File: config.mk
export PLATFORM = sky130hd
export DESIGN_NAME = wb_burst_reader_flat
export DESIGN_NICKNAME = d
export VERILOG_FILES = /design/src/rtl/wb_burst_reader_if.sv /design/src/rtl/wb_burst_reader.sv /design/src/flat_wrapper.sv
export SDC_FILE = /design/constraint.sdc
export NUM_CORES = 1
export LEC_CHECK = 0
export CORE_UTILIZATION = 52
export DETAILED_ROUTE_END_ITERATION = 6
export MAX_ROUTING_LAYER = met4
export PLACE_DENSITY = 0.8
export SYNTH_ARGS = -nofsm -noshare
export SYNTH_HDL_FRONTEND = slang
export SYNTH_SLANG_ARGS = --single-unit
File: constraint.sdc
create_clock -name clk -period 3.12 [get_ports clk]
set_input_delay 0.468 -clock clk [delete_from_list [all_inputs] [get_ports clk]]
set_output_delay 0.468 -clock clk [all_outputs]
set_load 0.02 [all_outputs]
File: src/rtl/wb_burst_reader_if.sv
// Wishbone classic-pipelined read bus between the burst reader and a slave.
// Signals: wb_cyc, wb_stb, wb_we, wb_adr (initiator); wb_dat_i, wb_ack, wb_stall (slave).
interface wb_burst_reader_if #(
   parameter int AW = 16,
   parameter int DW = 16
);
   logic          wb_cyc;
   logic          wb_stb;
   logic          wb_we;
   logic [AW-1:0] wb_adr;
   logic [DW-1:0] wb_dat_i;
   logic          wb_ack;
   logic          wb_stall;

   modport master (
      output wb_cyc, wb_stb, wb_we, wb_adr,
      input  wb_dat_i, wb_ack, wb_stall
   );

   modport slave (
      input  wb_cyc, wb_stb, wb_we, wb_adr,
      output wb_dat_i, wb_ack, wb_stall
   );
endinterface

File: src/rtl/wb_burst_reader.sv
// Pipelined Wishbone burst reader: issues up to MAX_OUT reads of a contiguous
// block and streams the acked words out through a fall-through FIFO.
// Ports: clk, rst (sync, active-high); start/base_adr/length request;
// busy/done/err status; m_valid/m_ready/m_data stream; wb (master modport).
// Optional ack watchdog: define WB_BURST_READER_TIMEOUT_EN (limit TIMEOUT).
module wb_burst_reader #(
   parameter int AW      = 16,
   parameter int DW      = 16,
   parameter int LEN_W   = 12,
   parameter int MAX_OUT = 4,
   parameter int TIMEOUT = 255
) (
   input  logic             clk,
   input  logic             rst,
   input  logic             start,
   input  logic [AW-1:0]    base_adr,
   input  logic [LEN_W-1:0] length,
   output logic             busy,
   output logic             done,
   output logic             err,
   output logic             m_valid,
   input  logic             m_ready,
   output logic [DW-1:0]    m_data,
   wb_burst_reader_if.master wb
);

   localparam int CW = $clog2(MAX_OUT) + 1;
   localparam int PW = $clog2(MAX_OUT);
   localparam logic [CW:0]   OUT_LIM = (CW+1)'(MAX_OUT);
   localparam logic [CW-1:0] FULL_CNT = CW'(MAX_OUT);

   typedef enum logic [1:0] {IDLE, ISSUE, WAIT} state_t;

   state_t           state_q, state_d;
   logic [AW-1:0]    adr_q;
   logic [LEN_W-1:0] rem_q;
   logic [CW-1:0]    inflight_q, inflight_d;
   logic [CW-1:0]    fifo_cnt_q;
   logic [PW-1:0]    wr_ptr_q, rd_ptr_q;
   logic [DW-1:0]    mem_q [MAX_OUT];
   logic             busy_q, done_q;
   logic             cyc_c;

   logic start_ok, go, zero_go;
   logic credit, stb, accept, last_acc;
   logic ack_v, pop, fin, abort;

   assign start_ok = start & ~busy_q;
   assign go       = start_ok & (length != '0);
   assign zero_go  = start_ok & (length == '0);

   // Words already acked but not yet consumed still hold a FIFO slot,
   // so counting them here makes FIFO overflow impossible.
   assign credit   = ({1'b0, inflight_q} + {1'b0, fifo_cnt_q}) < OUT_LIM;
   assign stb      = (state_q == ISSUE) & credit;
   assign accept   = stb & ~wb.wb_stall;
   assign last_acc = accept & (rem_q == LEN_W'(1));

   assign ack_v    = wb.wb_ack & (inflight_q != '0);
   assign pop      = m_valid & m_ready;

   assign inflight_d = inflight_q + CW'(accept) - CW'(ack_v);

   // End of transfer: bus idle and the last buffered word leaving now.
   assign fin = busy_q & (state_q == IDLE) & (inflight_q == '0)
              & ((fifo_cnt_q == '0)
                 | ((fifo_cnt_q == CW'(1)) & pop));

   always_comb begin
      state_d = state_q;
      cyc_c   = 1'b0;
      unique case (state_q)
         IDLE: begin
            if (go) state_d = ISSUE;
         end
         ISSUE: begin
            cyc_c = 1'b1;
            if (last_acc) state_d = WAIT;
         end
         WAIT: begin
            cyc_c = 1'b1;
            if (inflight_d == '0) state_d = IDLE;
         end
         default: state_d = IDLE;
      endcase
      if (abort) state_d = IDLE;
   end

   always_ff @(posedge clk) begin
      if (rst) begin
         state_q    <= IDLE;
         adr_q      <= '0;
         rem_q      <= '0;
         inflight_q <= '0;
         fifo_cnt_q <= '0;
         wr_ptr_q   <= '0;
         rd_ptr_q   <= '0;
         busy_q     <= 1'b0;
         done_q     <= 1'b0;
      end else begin
         state_q <= state_d;

         if (go)          adr_q <= base_adr;
         else if (accept) adr_q <= adr_q + AW'(1);

         if (go)          rem_q <= length;
         else if (abort)  rem_q <= '0;
         else if (accept) rem_q <= rem_q - LEN_W'(1);

         inflight_q <= abort ? '0 : inflight_d;

         if (ack_v) wr_ptr_q <= wr_ptr_q + PW'(1);
         if (pop)   rd_ptr_q <= rd_ptr_q + PW'(1);
         fifo_cnt_q <= fifo_cnt_q + CW'(ack_v) - CW'(pop);

         if (go)       busy_q <= 1'b1;
         else if (fin) busy_q <= 1'b0;

         done_q <= zero_go | fin;

         assert (!(ack_v && fifo_cnt_q == FULL_CNT));
         assert (MAX_OUT >= 2 && TIMEOUT > 0);
      end
   end

   always_ff @(posedge clk) begin
      if (ack_v) mem_q[wr_ptr_q] <= wb.wb_dat_i;
   end

`ifdef WB_BURST_READER_TIMEOUT_EN
   localparam int TW = $clog2(TIMEOUT + 1);

   logic [TW-1:0] wd_q;
   logic          err_q;
   logic          tick;

   assign tick  = (inflight_q != '0) & ~wb.wb_ack;
   assign abort = tick & (wd_q == TW'(TIMEOUT - 1));
   assign err   = err_q;

   always_ff @(posedge clk) begin
      if (rst) begin
         wd_q  <= '0;
         err_q <= 1'b0;
      end else begin
         if (start_ok)   err_q <= 1'b0;
         else if (abort) err_q <= 1'b1;

         if (abort || !tick) wd_q <= '0;
         else                wd_q <= wd_q + TW'(1);
      end
   end
`else
   assign abort = 1'b0;
   assign err   = 1'b0;
`endif

   assign busy    = busy_q;
   assign done    = done_q;
   assign m_valid = (fifo_cnt_q != '0);
   // Gate the head so stale storage never shows after reset.
   assign m_data  = m_valid ? mem_q[rd_ptr_q] : '0;

   assign wb.wb_cyc = cyc_c;
   assign wb.wb_stb = stb;
   assign wb.wb_we  = 1'b0;
   assign wb.wb_adr = adr_q;

endmodule

File: src/flat_wrapper.sv
// flat-port wrapper written by rule: the top's interface ports become plain ports
module wb_burst_reader_flat 
#(
   parameter int AW      = 16,
   parameter int DW      = 16,
   parameter int LEN_W   = 12,
   parameter int MAX_OUT = 4,
   parameter int TIMEOUT = 255
)
  (clk, rst, start, base_adr, length, busy, done, err, m_valid, m_ready, m_data, wb_wb_cyc, wb_wb_stb, wb_wb_we, wb_wb_adr, wb_wb_dat_i, wb_wb_ack, wb_wb_stall);
  wb_burst_reader_if #(.AW(AW), .DW(DW)) wb_i ();
  input  logic clk;
  input  logic rst;
  input  logic start;
  input  logic [AW-1:0] base_adr;
  input  logic [LEN_W-1:0] length;
  output logic busy;
  output logic done;
  output logic err;
  output logic m_valid;
  input  logic m_ready;
  output logic [DW-1:0] m_data;
  output wire logic [$bits(wb_i.wb_cyc)-1:0] wb_wb_cyc;
  output wire logic [$bits(wb_i.wb_stb)-1:0] wb_wb_stb;
  output wire logic [$bits(wb_i.wb_we)-1:0] wb_wb_we;
  output wire logic [$bits(wb_i.wb_adr)-1:0] wb_wb_adr;
  input wire logic [$bits(wb_i.wb_dat_i)-1:0] wb_wb_dat_i;
  input wire logic [$bits(wb_i.wb_ack)-1:0] wb_wb_ack;
  input wire logic [$bits(wb_i.wb_stall)-1:0] wb_wb_stall;
  assign wb_wb_cyc = wb_i.wb_cyc;
  assign wb_wb_stb = wb_i.wb_stb;
  assign wb_wb_we = wb_i.wb_we;
  assign wb_wb_adr = wb_i.wb_adr;
  assign wb_i.wb_dat_i = wb_wb_dat_i;
  assign wb_i.wb_ack = wb_wb_ack;
  assign wb_i.wb_stall = wb_wb_stall;
  wb_burst_reader #(.AW(AW), .DW(DW), .LEN_W(LEN_W), .MAX_OUT(MAX_OUT), .TIMEOUT(TIMEOUT)) u_core (.clk(clk), .rst(rst), .start(start), .base_adr(base_adr), .length(length), .busy(busy), .done(done), .err(err), .m_valid(m_valid), .m_ready(m_ready), .m_data(m_data), .wb(wb_i));
endmodule
# Word-level counts from Yosys, hierarchy flattened
# Memories as Yosys holds them, arrays and structs flattened. A register that Yosys moved wholly into a read port is not among the register bits.
# Cells that the tools add are included.
dict set report totals {
  reg_bits 42
  mem_bits_rw 64
  input_bits 50
  output_inout_bits 39
  elab_cells 71
  memories 1
}
dict set report classes {
  addsub 9
  order_cmp 1
  n_eq_ne 7
  muxes 16
  bitwise 16
  reduce_logical 12
}
# name words width rd rd_clocked_by_memory_dff write_ports line
set mem_list {}
lappend mem_list {u_core.mem_q 4 16 1 1 1 wb_burst_reader.sv:40} ;# logic [DW-1:0] mem_q [MAX_OUT];
# operator n
set ops {}
lappend ops {{16-bit two-way mux} 3}
lappend ops {{12-bit two-way mux} 2}
lappend ops {{16-bit by 1-bit adder with 16-bit output (second input constant)} 1}
lappend ops {{1-bit AND} 12}
lappend ops {{12-bit by 1-bit equality test with 1-bit output (second input constant)} 1}
lappend ops {{12-bit logical NOT} 1}
lappend ops {{12-bit nonzero test} 1}
lappend ops {{12-bit by 1-bit subtractor with 12-bit output (second input constant)} 1}
lappend ops {{2-bit two-way mux} 5}
lappend ops {{3-bit logical NOT} 3}
lappend ops {{3-bit by 1-bit adder with 3-bit output} 2}
lappend ops {{2-bit by 1-bit inequality test with 1-bit output (second input constant)} 3}
lappend ops {{2-bit case mux with 3 select lines} 1}
lappend ops {{3-bit nonzero test} 2}
lappend ops {{3-bit by 1-bit subtractor with 3-bit output} 2}
lappend ops {{1-bit two-way mux} 5}
lappend ops {{2-bit by 1-bit adder with 2-bit output (second input constant)} 2}
lappend ops {{3-bit by 3-bit adder with 4-bit output} 1}
lappend ops {{4-bit by 3-bit less-than comparator with 1-bit output (second input constant)} 1}
lappend ops {{2-bit nonzero test} 2}
lappend ops {{3-bit by 1-bit equality test with 1-bit output (second input constant)} 1}
lappend ops {{3-bit AND reduction} 1}
lappend ops {{2-bit by 1-bit equality test with 1-bit output (second input constant)} 1}
lappend ops {{2-bit equality test (second input constant)} 1}
lappend ops {{other kinds (4)} 6}

# Logic depth before layout (Yosys ltp)
dict set report depth {
  depth_word 9
  depth_mapped 12
  mapped_depth_nobuf 12
}

# Worst setup path after synthesis
# Ideal clock, no wire load.
dict set report synth_timing {
  path_kind {flip-flop to flip-flop}
  startpoint {register u_core.fifo_cnt_q[2]}
  endpoint {register u_core.state_q[1]}
  setup_time_ns 0.072
  arrival_ns 2.651
  required_time_ns 3.048
  slack_ns 0.397
  path_stages_with_launch 12
  path_buffers 0
  synth_period_minus_slack_ns 2.723
  cell_sequence {dfxtp_1 -> ha_1 -> nor4b_1 -> nand3_1 -> inv_2 -> ha_1 -> inv_1 -> fa_1 -> xnor2_1 -> a31oi_1 -> a211oi_2 -> mux2i_1}
}
dict set report synth_via {
  elab_chain_cells 9
  elab_cells_between_ends 11
  classes_between {add/sub: 3; order compare: 1; eq/ne: 2; bitwise: 3; reduce/logical: 2}
}
# item line
set synth_rtl {}
lappend synth_rtl {{from (decl)} wb_burst_reader.sv:38} ;# logic [CW-1:0] fifo_cnt_q;
lappend synth_rtl {{from (signal assigned)} wb_burst_reader.sv:114} ;# fifo_cnt_q <= fifo_cnt_q + CW'(ack_v) - CW'(pop);
lappend synth_rtl {{3-bit by 3-bit adder with 4-bit output (*)} wb_burst_reader.sv:54} ;# assign credit = ({1'b0, inflight_q} + {1'b0, fifo_cnt_q}) < OUT_LIM;
lappend synth_rtl {{4-bit by 3-bit less-than comparator with 1-bit output (*)} wb_burst_reader.sv:54}
lappend synth_rtl {{1-bit AND (*)} wb_burst_reader.sv:55} ;# assign stb = (state_q == ISSUE) & credit;
lappend synth_rtl {{1-bit AND (*)} wb_burst_reader.sv:56} ;# assign accept = stb & ~wb.wb_stall;
lappend synth_rtl {{3-bit by 1-bit adder with 3-bit output} wb_burst_reader.sv:62} ;# assign inflight_d = inflight_q + CW'(accept) - CW'(ack_v);
lappend synth_rtl {{3-bit by 1-bit subtractor with 3-bit output} wb_burst_reader.sv:62}
lappend synth_rtl {{3-bit logical NOT} wb_burst_reader.sv:82} ;# if (inflight_d == '0) state_d = IDLE;
lappend synth_rtl {{2-bit by 1-bit inequality test with 1-bit output (no source line)} --}
lappend synth_rtl {{3-bit AND reduction (no source line) (*)} --}
lappend synth_rtl {{to (signal assigned)} wb_burst_reader.sv:101} ;# state_q <= state_d;
lappend synth_rtl {{to (decl)} wb_burst_reader.sv:34} ;# state_t state_q, state_d;
# Every way passes the cells marked *; elsewhere a longest branch is shown, timed or not.
# A chain may end at the register's enable or synchronous reset.

# Worst setup path in the final report
dict set report layout_timing {
  startpoint {register u_core.fifo_cnt_q[2]}
  endpoint {output wb_wb_stb}
}
dict set report layout_via {
  elab_chain_cells 3
}
# item line
set layout_rtl {}
lappend layout_rtl {{3-bit by 3-bit adder with 4-bit output} wb_burst_reader.sv:54}
lappend layout_rtl {{4-bit by 3-bit less-than comparator with 1-bit output} wb_burst_reader.sv:54}
lappend layout_rtl {{1-bit AND} wb_burst_reader.sv:55}
lappend layout_rtl {{to (decl)} flat_wrapper.sv:24} ;# output wire logic [$bits(wb_i.wb_stb)-1:0] wb_wb_stb;
# No other way between the ends.

==> impl_results.html <==
<table>
<tr><th>Metric</th><th>Value</th></tr>
<tr><th colspan="2">Detailed routing</th></tr>
<tr><td>Number of vias per cell</td><td>5.50</td></tr>
<tr><td>DRT Wirelength</td><td>9.53 mm</td></tr>
<tr><td>Initial drt markers</td><td>90</td></tr>
<tr><td>Via count of the routed design</td><td>3,201</td></tr>
<tr><td>Drt wl/cell</td><td>16.4 um</td></tr>
<tr><td>Post-route ant nets</td><td>0</td></tr>
<tr><td>DRC violations left</td><td>0</td></tr>
<tr><td>Drt first pass iters</td><td>6</td></tr>
<tr><th colspan="2">Final layout</th></tr>
<tr><td>Layout Nets</td><td>538</td></tr>
<tr><td>Syn-to-layout area delta</td><td>25.3%</td></tr>
<tr><td>Fraction of final layout cells with drive strength greater than 1</td><td>11.4%</td></tr>
<tr><td>Filler cell count in the final layout</td><td>623</td></tr>
<tr><td>Diodes inserted</td><td>0</td></tr>
<tr><td>Non-filler instance count after layout</td><td>582</td></tr>
<tr><th colspan="2">Run status</th></tr>
<tr><td>Result of the run</td><td>finished clean</td></tr>
<tr><th colspan="2">Timing</th></tr>
<tr><td>Hold Vio Cnt, Final</td><td>0</td></tr>
<tr><td>Number of slew-limit violations in the final report</td><td>0</td></tr>
<tr><td>Worst slew margin relative to its limit</td><td>48.2%</td></tr>
<tr><td>Fin Hold WS</td><td>0.518 ns</td></tr>
<tr><td>Maximum achievable frequency</td><td>0.348 GHz</td></tr>
<tr><td>Transition time at the pin with the least slew margin</td><td>0.774 ns</td></tr>
<tr><td>Setup repair after global routing missed its margin</td><td>false</td></tr>
<tr><td>Fin Clk Skew</td><td>0.0136 ns</td></tr>
<tr><td>Tcrit/Tclk final</td><td>92.2%</td></tr>
<tr><td>Final setup violating endpoints</td><td>0</td></tr>
<tr><td>Sum of negative setup slack</td><td>0 ns</td></tr>
<tr><td>Period minus WS final</td><td>2.88 ns</td></tr>
<tr><th colspan="2">Floorplan</th></tr>
<tr><td>I/O pin count</td><td>89</td></tr>
<tr><td>Cell Rows</td><td>34</td></tr>
<tr><td>Width of the die</td><td>98.4 um</td></tr>
<tr><td>Initial Util</td><td>54.6%</td></tr>
<tr><td>Placeable core area</td><td>8850 um2</td></tr>
<tr><td>Full die area</td><td>9680 um2</td></tr>
<tr><td>Die height</td><td>98.4 um</td></tr>
<tr><th colspan="2">Critical path</th></tr>
<tr><td>Worst flop-to-flop path startpoint</td><td>u_core.fifo_cnt_q[2]$_SDFF_PP0_</td></tr>
<tr><td>Cells traversed along the worst timing path</td><td>ha_1, or4b_1, nor2_1, clkdlybuf4s50_1</td></tr>
<tr><td>Data arrival at the endpoint of the critical path</td><td>2.41 ns</td></tr>
<tr><td>Slowest cell on crit path</td><td>sky130_fd_sc_hd__clkdlybuf4s50_1</td></tr>
<tr><td>Category of the critical setup timing path</td><td>reg2out</td></tr>
<tr><td>Kind of cell adding the most delay to the critical path</td><td>simple AND/OR/NAND/NOR gates</td></tr>
<tr><td>Biggest cell delay along the critical path</td><td>0.62 ns</td></tr>
<tr><td>Worst Setup End Kind</td><td>output pin</td></tr>
<tr><td>Data required time at the worst endpoint</td><td>2.65 ns</td></tr>
<tr><td>Endpoint of the most critical register-to-register path</td><td>u_core.state_q[1]$_SDFFE_PP0P_</td></tr>
<tr><td>Top fanout value on the critical path</td><td>4</td></tr>
<tr><td>Kind of launch point of the worst setup path</td><td>flip-flop</td></tr>
<tr><td>Minimum setup slack among reg-to-reg paths</td><td>0.28 ns</td></tr>
<tr><td>Bufs and invs on worst path</td><td>1</td></tr>
<tr><td>Beginning of the critical path</td><td>u_core.fifo_cnt_q[2]$_SDFF_PP0_</td></tr>
<tr><td>Number of cells on the worst reg-to-reg path</td><td>11</td></tr>
<tr><th colspan="2">Logic synthesis</th></tr>
<tr><td>Number of warnings reported in the yosys synthesis log</td><td>0</td></tr>
<tr><td>Area of the mapped netlist</td><td>4830 um2</td></tr>
<tr><td>Number of distinct library cells after synthesis</td><td>43</td></tr>
<tr><td>Synthesized area divided by synthesized cell count</td><td>12.7 um2</td></tr>
<tr><td>Number of cells produced by synthesis</td><td>379</td></tr>
<tr><td>Portion of the post-synthesis area used by sequential elements</td><td>58.0%</td></tr>
<tr><td>Number of flip-flops and latches in the synthesized netlist</td><td>108</td></tr>
<tr><th colspan="2">Global routing</th></tr>
<tr><td>Antenna violations before repair</td><td>0</td></tr>
<tr><td>Total GRT Usage</td><td>21.7%</td></tr>
<tr><td>Via count of the first global-routing pass</td><td>3,269</td></tr>
<tr><td>Pin count of the biggest net entering global routing</td><td>59</td></tr>
<tr><td>Wire length of the first global-routing pass</td><td>15.7 mm</td></tr>
<tr><td>Congestion Overflow GR</td><td>0</td></tr>
<tr><th colspan="2">Place</th></tr>
<tr><td>Detailed Place HPWL</td><td>6.62 mm</td></tr>
<tr><td>Buffers added on ports</td><td>86</td></tr>
<tr><td># placed instances</td><td>566</td></tr>
<tr><td>Global placer's final weighted congestion</td><td>0.834</td></tr>
<tr><th colspan="2">Job</th></tr>
<tr><td>Number of max-cap violations</td><td>0</td></tr>
<tr><th colspan="2">Min path</th></tr>
<tr><td>Min-Delay Path Class</td><td>reg2reg</td></tr>
<tr><td>Sink of the worst hold path</td><td>u_core.state_q[1]$_SDFFE_PP0P_</td></tr>
<tr><td>Hold wc startpoint</td><td>u_core.state_q[1]$_SDFFE_PP0P_</td></tr>
<tr><td>Worst Hold Depth</td><td>2</td></tr>
<tr><th colspan="2">Power and ir drop</th></tr>
<tr><td>Worst VDD drop</td><td>0.000310 V</td></tr>
<tr><td>Power Dens Cells</td><td>695 nW/um2</td></tr>
<tr><td>Total leakage power</td><td>2.10 nW</td></tr>
<tr><th colspan="2">Clock network</th></tr>
<tr><td>Clock latency of the later-clocked register in the worst-skew pair</td><td>0.37 ns</td></tr>
<tr><td>Count of buffers added by post-CTS timing repair for setup</td><td>0</td></tr>
<tr><td>Count of hold-fix buffers inserted at cts</td><td>0</td></tr>
<tr><td>CTS tree</td><td>built</td></tr>
<tr><td>Number of levels the H-tree was split into</td><td>3</td></tr>
<tr><td>Clock tree buffer depth</td><td>2</td></tr>
<tr><td>Clock sink count</td><td>108</td></tr>
<tr><td>Clock-pin slew on the worst setup and hold paths</td><td>0.10 ns</td></tr>
<tr><td>Root buf cell</td><td>sky130_fd_sc_hd__clkbuf_8</td></tr>
<tr><td>CTS buffer count</td><td>9</td></tr>
</table>
## how the worst max path moves through the flow
| stage | end | cells past startpoint | slack, ns |
|---|---|---|---|
| after floorplan | u_core.state_q[1]$_SDFFE_PP0P_ | 11 | 0.40 |
| after global placement | u_core.state_q[1]$_SDFFE_PP0P_ | 11 | 0.39 |
| after detailed placement | u_core.state_q[1]$_SDFFE_PP0P_ | 11 | 0.23 |
| after CTS | u_core.state_q[1]$_SDFFE_PP0P_ | 11 | 0.21 |
| after global routing | u_core.state_q[1]$_SDFFE_PP0P_ | 11 | 0.07 |
| final | wb_wb_stb | 4 | 0.24 |
## placed cells by master, fill, tap and decap left out, types with 10 or more instances in the layout
master and count:
sky130_fd_sc_hd__clkdlybuf4s50_1 86, sky130_fd_sc_hd__edfxtp_1 64, sky130_fd_sc_hd__dfxtp_1 44, sky130_fd_sc_hd__nor2_1 43, sky130_fd_sc_hd__a211oi_1 24, sky130_fd_sc_hd__and2_1 21, sky130_fd_sc_hd__inv_1 18, sky130_fd_sc_hd__ha_1 17
sky130_fd_sc_hd__mux4_2 16, sky130_fd_sc_hd__xnor2_1 16, sky130_fd_sc_hd__nand2_1 15, sky130_fd_sc_hd__xor2_1 15, sky130_fd_sc_hd__buf_4 11, sky130_fd_sc_hd__clkbuf_8 10
## state kept, by name (all words and copies together), names as in the netlist, named ones only
register and count:
u_core.wr_ptr_q 2, u_core.rem_q 12, u_core.wb.wb_adr 16, u_core.fifo_cnt_q 3, u_core.inflight_q 3, u_core.rd_ptr_q 2
u_core.mem_q 64, u_core.state_q 2, u_core.done 1, u_core.busy 1
## what timing repair did
item | 4_1_cts | 5_1_grt
resized for setup | 0 | 1
endpoints found under the setup margin | 0 | 2
endpoints found under the hold margin | 0 | 0
## metrics by stage
step / setup WS, ns / utilization, % / area (um2) / power (mW)
2_1_floorplan: 0.397 / - / 4840 / 2.80
3_3_place_gp: 0.394 / 66.1 / 5850 / 3.36
3_5_place_dp: 0.227 / 66.1 / 5850 / 3.40
4_1_cts: 0.210 / 68.4 / 6050 / 4.25
5_1_grt: 0.0698 / 68.4 / 6050 / 4.45
6_report: 0.244 / 68.4 / 6050 / 4.21
## cell families after synthesis
group | synth area share, %
buffers and inverters | 3.21
other | 0.0776
multiplexers | 8.08
flip-flops | 58.0
adder cells (fa/ha/maj) | 5.23
AND/OR/NAND/NOR | 14.0
XOR/XNOR | 5.62
AO/OA/AOI/OAI | 5.83
## final cells by class
| type | instances | area, um2 | area share (%) |
|---|---|---|---|
| clock buffer | 10 | 138 | 2.27 |
| sequential | 108 | 2800 | 46.3 |
| tap | 108 | 135 | 2.23 |
| clock inverter | 6 | 60.1 | 0.992 |
| inverter | 19 | 71.3 | 1.18 |
| timing repair buffer | 98 | 963 | 15.9 |
| multi-input combinational | 233 | 1880 | 31.1 |
## cell usage after synthesis (all sizes together)
| library cell | n | share of area, % |
|---|---|---|
| a211oi | 26 | 4.2 |
| a21oi | 3 | 0.31 |
| a311oi | 2 | 0.36 |
| a31oi | 1 | 0.13 |
| and2 | 21 | 2.7 |
| and3 | 2 | 0.26 |
| and4 | 1 | 0.18 |
| and4b | 1 | 0.21 |
| buf | 3 | 0.41 |
| clkbuf | 17 | 1.3 |
| conb | 1 | 0.078 |
| dfxtp | 44 | 18 |
| edfxtp | 64 | 40 |
| fa | 2 | 0.83 |
| ha | 17 | 4.4 |
| inv | 19 | 1.5 |
| mux2i | 3 | 0.62 |
| mux4 | 16 | 7.5 |
| nand2 | 15 | 1.2 |
| nand2b | 2 | 0.26 |
| nand3 | 8 | 0.83 |
| nand4 | 7 | 0.91 |
| nor2 | 43 | 3.3 |
| nor2b | 3 | 0.39 |
| nor3 | 7 | 0.83 |
| nor4 | 5 | 0.78 |
| nor4b | 2 | 0.67 |
| o211ai | 2 | 0.31 |
| o21ai | 1 | 0.10 |
| o31a | 2 | 0.36 |
| or3 | 3 | 0.39 |
| or4 | 3 | 0.62 |
| or4b | 2 | 0.41 |
| xnor2 | 16 | 2.9 |
| xor2 | 15 | 2.7 |
## power breakdown
part | leakage (nW) | total (mW) | internal (mW) | switching [mW]
Sequential | 0.944 | 1.83 | 1.71 | 0.116
Clock | 0.104 | 0.840 | 0.338 | 0.502
Combinational | 1.05 | 1.54 | 0.782 | 0.755
## worst register-to-register path: stages, from the launching register on
cell                       delay [ns]
sky130_fd_sc_hd__dfxtp_1         0.42
sky130_fd_sc_hd__ha_1            0.28
sky130_fd_sc_hd__nor4b_2         0.30
sky130_fd_sc_hd__nand3_1         0.18
sky130_fd_sc_hd__inv_2           0.19
sky130_fd_sc_hd__ha_1            0.17
sky130_fd_sc_hd__inv_1           0.05
sky130_fd_sc_hd__fa_1            0.39
sky130_fd_sc_hd__xnor2_1         0.24
sky130_fd_sc_hd__a31oi_1         0.17
sky130_fd_sc_hd__a211oi_2        0.20
sky130_fd_sc_hd__mux2i_1         0.20
## layer usage
| layer | wire length (um) | up-vias | track usage, % |
|---|---|---|---|
| met3 | 426 | 11 | 4.08 |
| met5 | 0 | - | - |
| met4 | 140 | 0 | 8.27 |
| li1 | - | 1549 | - |
| met2 | 4620 | 90 | 34.5 |
| met1 | 4340 | 1551 | 27.9 |
(Power assumes the default switching activity.)
==> RTL change 1 (same flow settings) <==
Build with the macro `WB_BURST_READER_TIMEOUT_EN` defined.
--- a/src/rtl/wb_burst_reader.sv
+++ b/src/rtl/wb_burst_reader.sv
@@ -3,6 +3,8 @@
 // Ports: clk, rst (sync, active-high); start/base_adr/length request;
 // busy/done/err status; m_valid/m_ready/m_data stream; wb (master modport).
 // Optional ack watchdog: define WB_BURST_READER_TIMEOUT_EN (limit TIMEOUT).
+`define WB_BURST_READER_TIMEOUT_EN
+
 module wb_burst_reader #(
    parameter int AW      = 16,
    parameter int DW      = 16,
Check against the original RTL: no difference found for any inputs over 4 cycles, from zero or initial values and one cycle with rst high; that may be too few to reach the edited logic, so the function may still have changed.
==> RTL change 1 against the unedited design <==
Sequential cell count is 9 higher. Cell area is 16% higher. Sequential share of layout area is 3.9 points lower. Clock skew is 0.0050 ns lower. Synthesized area is 9.7% higher. Sequential power is 9% higher. Clock power is 140% higher. Power is 38% higher. Worst setup slack worse by 0.034 ns. Routed wire length is 23% higher. Critical path type unchanged. Largest power group is now clock.
==> RTL change 1: results (changes against the unedited design) <==
| Metric | Value |
|---|---|
| Status | `finished, final reports clean (unchanged)` |
| R2R Path End | `u_core.state_q[0] (was u_core.state_q[1])` |
| Clock transition at the registers of the reported paths | `0.06 ns (was 0.10 ns)` |
| Final nets | `610 (was 538)` |
| TritonCTS buffer count | `17 (was 9)` |
| Worst reg2reg path depth | `9 (was 11)` |
| First-pass GRT wire length | `18300 µm (was 15700 µm)` |
| Layout Skew | `0.00867 ns (was 0.0136 ns)` |
| Antenna Cells | `0 (unchanged)` |
| Worst Hold Class | `reg2reg (unchanged)` |
| Cell Int Power | `0.00404 W (was 0.00283 W)` |
| Post-CTS Setup Bufs | `0 (unchanged)` |
| Htree depth | `4 (was 3)` |
| Placed cell area | `6410 µm² (was 5850 µm²)` |
| Largest reg by FF count | `u_core.mem_q (unchanged)` |
| Starting DRT DRC Count | `178 (was 90)` |
| Avg Cell Area, Syn | `12.2 µm² (was 12.7 µm²)` |
| GRT Util Overall | `0.241 (was 0.217)` |
| Largest net degree at the start of global routing | `34 (was 59)` |
| Sequential element share of the synthesized area | `0.563 (was 0.580)` |
| Clock root buffer | `clkbuf_8 (unchanged)` |
| Synth top cells by count | `64 x edfxtp_1, 53 x dfxtp_1, 42 x nor2_1, 25 x and2_1, 23 x xor2_1 (was 64 x edfxtp_1, 44 x dfxtp_1, 43 x nor2_1, 24 x a211oi_1, 21 x and2_1)` |
| Max stage delay cell, worst path | `clkdlybuf4s50_1 (unchanged)` |
| HPWL reported at the end of detailed placement | `7810 µm (was 6620 µm)` |
| Drt via density | `5.55 (was 5.50)` |
| Worst Hold Endpoint | `u_core.state_q[1] (unchanged)` |
| Worst VDD drop | `0.426 mV (was 0.310 mV)` |
| Final WL | `11700 µm (was 9530 µm)` |
| Post-Syn Nets | `507` |
| Routed vias | `3798 (was 3201)` |
| Share of layout cells above drive strength 1 | `0.134 (was 0.114)` |
| Final hold slack | `0.486 ns (was 0.518 ns)` |
| DR pass1 iterations | `5 (was 6)` |
| Yosys cell types | `47 (was 43)` |
| Input/output buffers | `87 (was 86)` |
| Worst R2R Setup Slack | `0.21 ns (was 0.28 ns)` |
| Initial antenna violation count | `0 (unchanged)` |
| Gpl congestion | `0.844 (was 0.834)` |
| Worst r2r src | `u_core.fifo_cnt_q[2] (unchanged)` |
| CP Max Fanout | `4 (unchanged)` |
| Synth area leaders | `edfxtp_1 36%, dfxtp_1 20%, mux4_2 6.8%, ha_1 4.7%, xor2_1 3.8% (was edfxtp_1 40%, dfxtp_1 18%, mux4_2 7.5%, ha_1 4.4%, a211oi_1 3.7%)` |
| CP arrival | `2.44 ns (was 2.41 ns)` |
| Clock latency on the worst-skew pair | `0.50 ns (was 0.37 ns)` |
| P_leak | `2.54 nW (was 2.10 nW)` |
| Slew @ Worst Pin | `0.578 ns (was 0.774 ns)` |
| Placed insts | `652 (was 566)` |
RTL change 1: cell count changes in the layout (fill, tap and decap cells not counted), sizes merged, moves of 5 or more:
cell / delta
a211oi: -10
buf: +6
clkbuf: +8
clkinv: +5
dfxtp: +9
inv: -6
nand2: +6
nand3: +10
nor3: +6
xnor2: -6
xor2: +8
RTL change 1: kinds of logic (layout without fill, tap and decap cells):
family,count (synthesis),after routing,share of synthesized area
and+or+nand+nor,159,159,0.161
DFF,117,117,0.563
AOI/OAI and AO/OA,46,46,0.0639
buffers and inverters,38,154,0.0285
xor gates and xnor gates,33,33,0.0545
adders and majority gates,22,22,0.0547
muxes,19,19,0.0736
other,1,1,0.000707
RTL change 1: area by class of cell:
type,instances,area (µm²)
clock inverters,14,200
multi-input cells,280,2180
flip-flops and latches,117,2980
repair buffers,105,1020
clock buffers,18,418
inverters,17,63.8
fillers,707,2790
well taps,133,166
RTL change 1: per-stage QoR:
step	worst slack, ns	power, W
finish	0.210	0.00580
global route	0.0202	0.00610
CTS	0.169	0.00585
detailed placement	0.222	0.00381
global placement	0.280	0.00375
floorplan	0.0819	0.00313
RTL change 1: power by group through the flow:
stage          Combinational, W  Clock [W]  Sequential [W]
4_1_cts                 0.00183    0.00203         0.00199
2_1_floorplan           0.00112          0         0.00201
5_1_grt                 0.00198    0.00211         0.00201
6_report                0.00181    0.00200         0.00199
3_5_place_dp            0.00180          0         0.00201
3_3_place_gp            0.00175          0         0.00200
RTL change 1: worst max path at each step:
stage | end | slack [ns] | cells past startpoint
floorplan | u_core.state_q[0] | 0.08 | 11
global placement | u_core.state_q[0] | 0.28 | 9
detailed placement | u_core.state_q[0] | 0.22 | 9
CTS | m_data[6] | 0.17 | 4
global route | u_core.state_q[1] | 0.02 | 9
finish | wb_wb_stb | 0.21 | 4
RTL change 1: worst max-delay path: cells and delay by family (launching register included):
family / cells / cell delay [ns]
adders and majority gates: 1 / 0.25
buffers and inverters: 1 / 0.62
DFF: 1 / 0.39
and+or+nand+nor: 2 / 0.68
RTL change 1: routing by layer:
metal  routed length [µm]  vias to the layer above  global-route usage
met5                    0                        -                   -
met4                  140                        0              0.0953
met3                  702                       12              0.0651
met2                 6000                      132               0.408
met1                 4890                     1852               0.272
li1                     -                     1802                   -
==> RTL change 2 (same flow settings) <==
Made on the original files. Re-encode `state_t` (3 states) as one-hot, 3 bits wide.
--- a/src/rtl/wb_burst_reader.sv
+++ b/src/rtl/wb_burst_reader.sv
@@ -29,7 +29,7 @@
    localparam logic [CW:0]   OUT_LIM = (CW+1)'(MAX_OUT);
    localparam logic [CW-1:0] FULL_CNT = CW'(MAX_OUT);
 
-   typedef enum logic [1:0] {IDLE, ISSUE, WAIT} state_t;
+   typedef enum logic [2:0] {IDLE = 3'b001, ISSUE = 3'b010, WAIT = 3'b100} state_t;
 
    state_t           state_q, state_d;
    logic [AW-1:0]    adr_q;
Formal check against the unedited RTL: no difference found for any inputs over 4 cycles, from zero or initial values and one cycle with rst high; so few cycles prove little.
==> RTL change 2 against the unedited design <==
Cell area up 2.4%. Largest cell class unchanged. Power up 3.1%. Global-route usage up 0.79 points. Routed wire length up 6.4%. Synthesized area up 2.9%. Largest power group unchanged. Worst setup slack better by 0.015 ns. Sequential cell count up 1. Worst hold slack worse by 0.012 ns.
==> RTL change 2: results (changes against the unedited design) <==
| Metric | Value |
|---|---|
| Share of layout cells above drive strength 1 | `0.133 (was 0.114)` |
| Critical path endpoint | `u_core.state_q[0] (was wb_wb_stb)` |
| Worst R2R Setup Slack | `0.26 ns (was 0.28 ns)` |
| Fin cells | `618 (was 582)` |
| WL met2 | `5000 µm (was 4620 µm)` |
| Gpl congestion | `0.812 (was 0.834)` |
| Clock root buffer | `clkbuf_8 (unchanged)` |
| Comb pwr | `0.00161 W (was 0.00154 W)` |
| Layout Skew | `0.0102 ns (was 0.0136 ns)` |
| First-pass GRT wire length | `16700 µm (was 15700 µm)` |
| DR pass1 iterations | `4 (was 6)` |
| Status | `finished, final reports clean (unchanged)` |
| Cell Int Power | `0.00293 W (was 0.00283 W)` |
| Yosys cell types | `57 (was 43)` |
| Final WL | `10100 µm (was 9530 µm)` |
| Largest net degree at the start of global routing | `35 (was 59)` |
| Sequential Power Share | `0.430 (was 0.435)` |
| Slew @ Worst Pin | `0.590 ns (was 0.774 ns)` |
| Placed cell area | `6000 µm² (was 5850 µm²)` |
| Synth top cells by count | `64 x edfxtp_1, 45 x dfxtp_1, 38 x nor2_1, 22 x and2_1, 18 x a311oi_1 (was 64 x edfxtp_1, 44 x dfxtp_1, 43 x nor2_1, 24 x a211oi_1, 21 x and2_1)` |
| F_max | `0.350 GHz (was 0.348 GHz)` |
| Max stage delay cell, worst path | `a311oi_1 (was clkdlybuf4s50_1)` |
| Delay-heaviest family, CP | `compound AO/OA/AOI/OAI gates (was simple AND/OR/NAND/NOR gates)` |
| Placed insts | `602 (was 566)` |
| P_leak | `2.11 nW (was 2.10 nW)` |
| Worst hold start | `u_core.rem_q[7] (was u_core.state_q[1])` |
| WL met1 | `4530 µm (was 4340 µm)` |
| GRT Util Overall | `0.225 (was 0.217)` |
| Worst Hold Endpoint | `u_core.rem_q[7] (was u_core.state_q[1])` |
| HPWL reported at the end of detailed placement | `7230 µm (was 6620 µm)` |
| Synth area leaders | `edfxtp_1 39%, dfxtp_1 18%, mux4_2 7.2%, ha_1 3.3%, a311oi_1 3.2% (was edfxtp_1 40%, dfxtp_1 18%, mux4_2 7.5%, ha_1 4.4%, a211oi_1 3.7%)` |
| R2R Path End | `u_core.state_q[0] (was u_core.state_q[1])` |
| Setup WS pre-CTS | `-0.0225 ns (was 0.227 ns)` |
| Fillers | `687 (was 623)` |
| Vias in the first global route | `3398 (was 3269)` |
| Max reg flops | `64 (unchanged)` |
| Worst VDD drop | `0.357 mV (was 0.310 mV)` |
| Post-synth EDFFs | `64 (unchanged)` |
| Met3 WL | `479 µm (was 426 µm)` |
| Sequential element share of the synthesized area | `0.568 (was 0.580)` |
| Starting DRT DRC Count | `114 (was 90)` |
| Critical Path Max Stage Delay | `0.49 ns (was 0.62 ns)` |
| Drt via density | `5.50 (about the same)` |
| Synthesized instance count | `392 (was 379)` |
[RTL change 2: cell count changes after synthesis, moves of 5 or more]
cell      delta
a211oi_1    -16
o21ai_0      +9
nor2_1       -5
or3_1        +5
xnor2_1     -10
or4_1        +5
nand2_1      -5
xor2_1       -7
o31ai_1      +8
a311oi_1    +16
[RTL change 2: kinds of logic (layout without fill, tap and decap cells)]
kind of cell             Yosys count  after routing  share of synthesized area
flip-flops                       109            109                      0.568
AO/OA/AOI/OAI                     59             59                     0.0889
buffers and inverters             41            137                     0.0418
XOR/XNOR                          15             15                     0.0292
adder cells (fa/ha/maj)           15             15                     0.0408
other                              1              2                   0.000754
AND/OR/NAND/NOR                  134            134                      0.154
multiplexers                      18             18                     0.0768
[RTL change 2: metal layers]
metal  vias to the layer above  track usage
met4                         0       0.0701
met5                         -            -
met3                        11       0.0481
li1                       1671            -
met1                      1632        0.284
met2                        87        0.367
[RTL change 2: per-stage QoR]
| stage | util | hold WS [ns] | total power, W |
|---|---|---|---|
| 2_1_floorplan | - | 0.459 | 0.00289 |
| 3_3_place_gp | 0.649 | 0.487 | 0.00346 |
| 3_5_place_dp | 0.649 | 0.493 | 0.00353 |
| 4_1_cts | 0.671 | 0.506 | 0.00437 |
| 5_1_grt | 0.671 | 0.549 | 0.00460 |
| 6_report | 0.671 | 0.505 | 0.00434 |
[RTL change 2: area by class of cell]
cell class	instances	share of cell area
multi-input combinational	243	0.314
sequential	109	0.455
inverter	18	0.0109
timing repair buffer	103	0.162
tap	129	0.0260
clock inverter	7	0.0121
clock buffer	9	0.0200
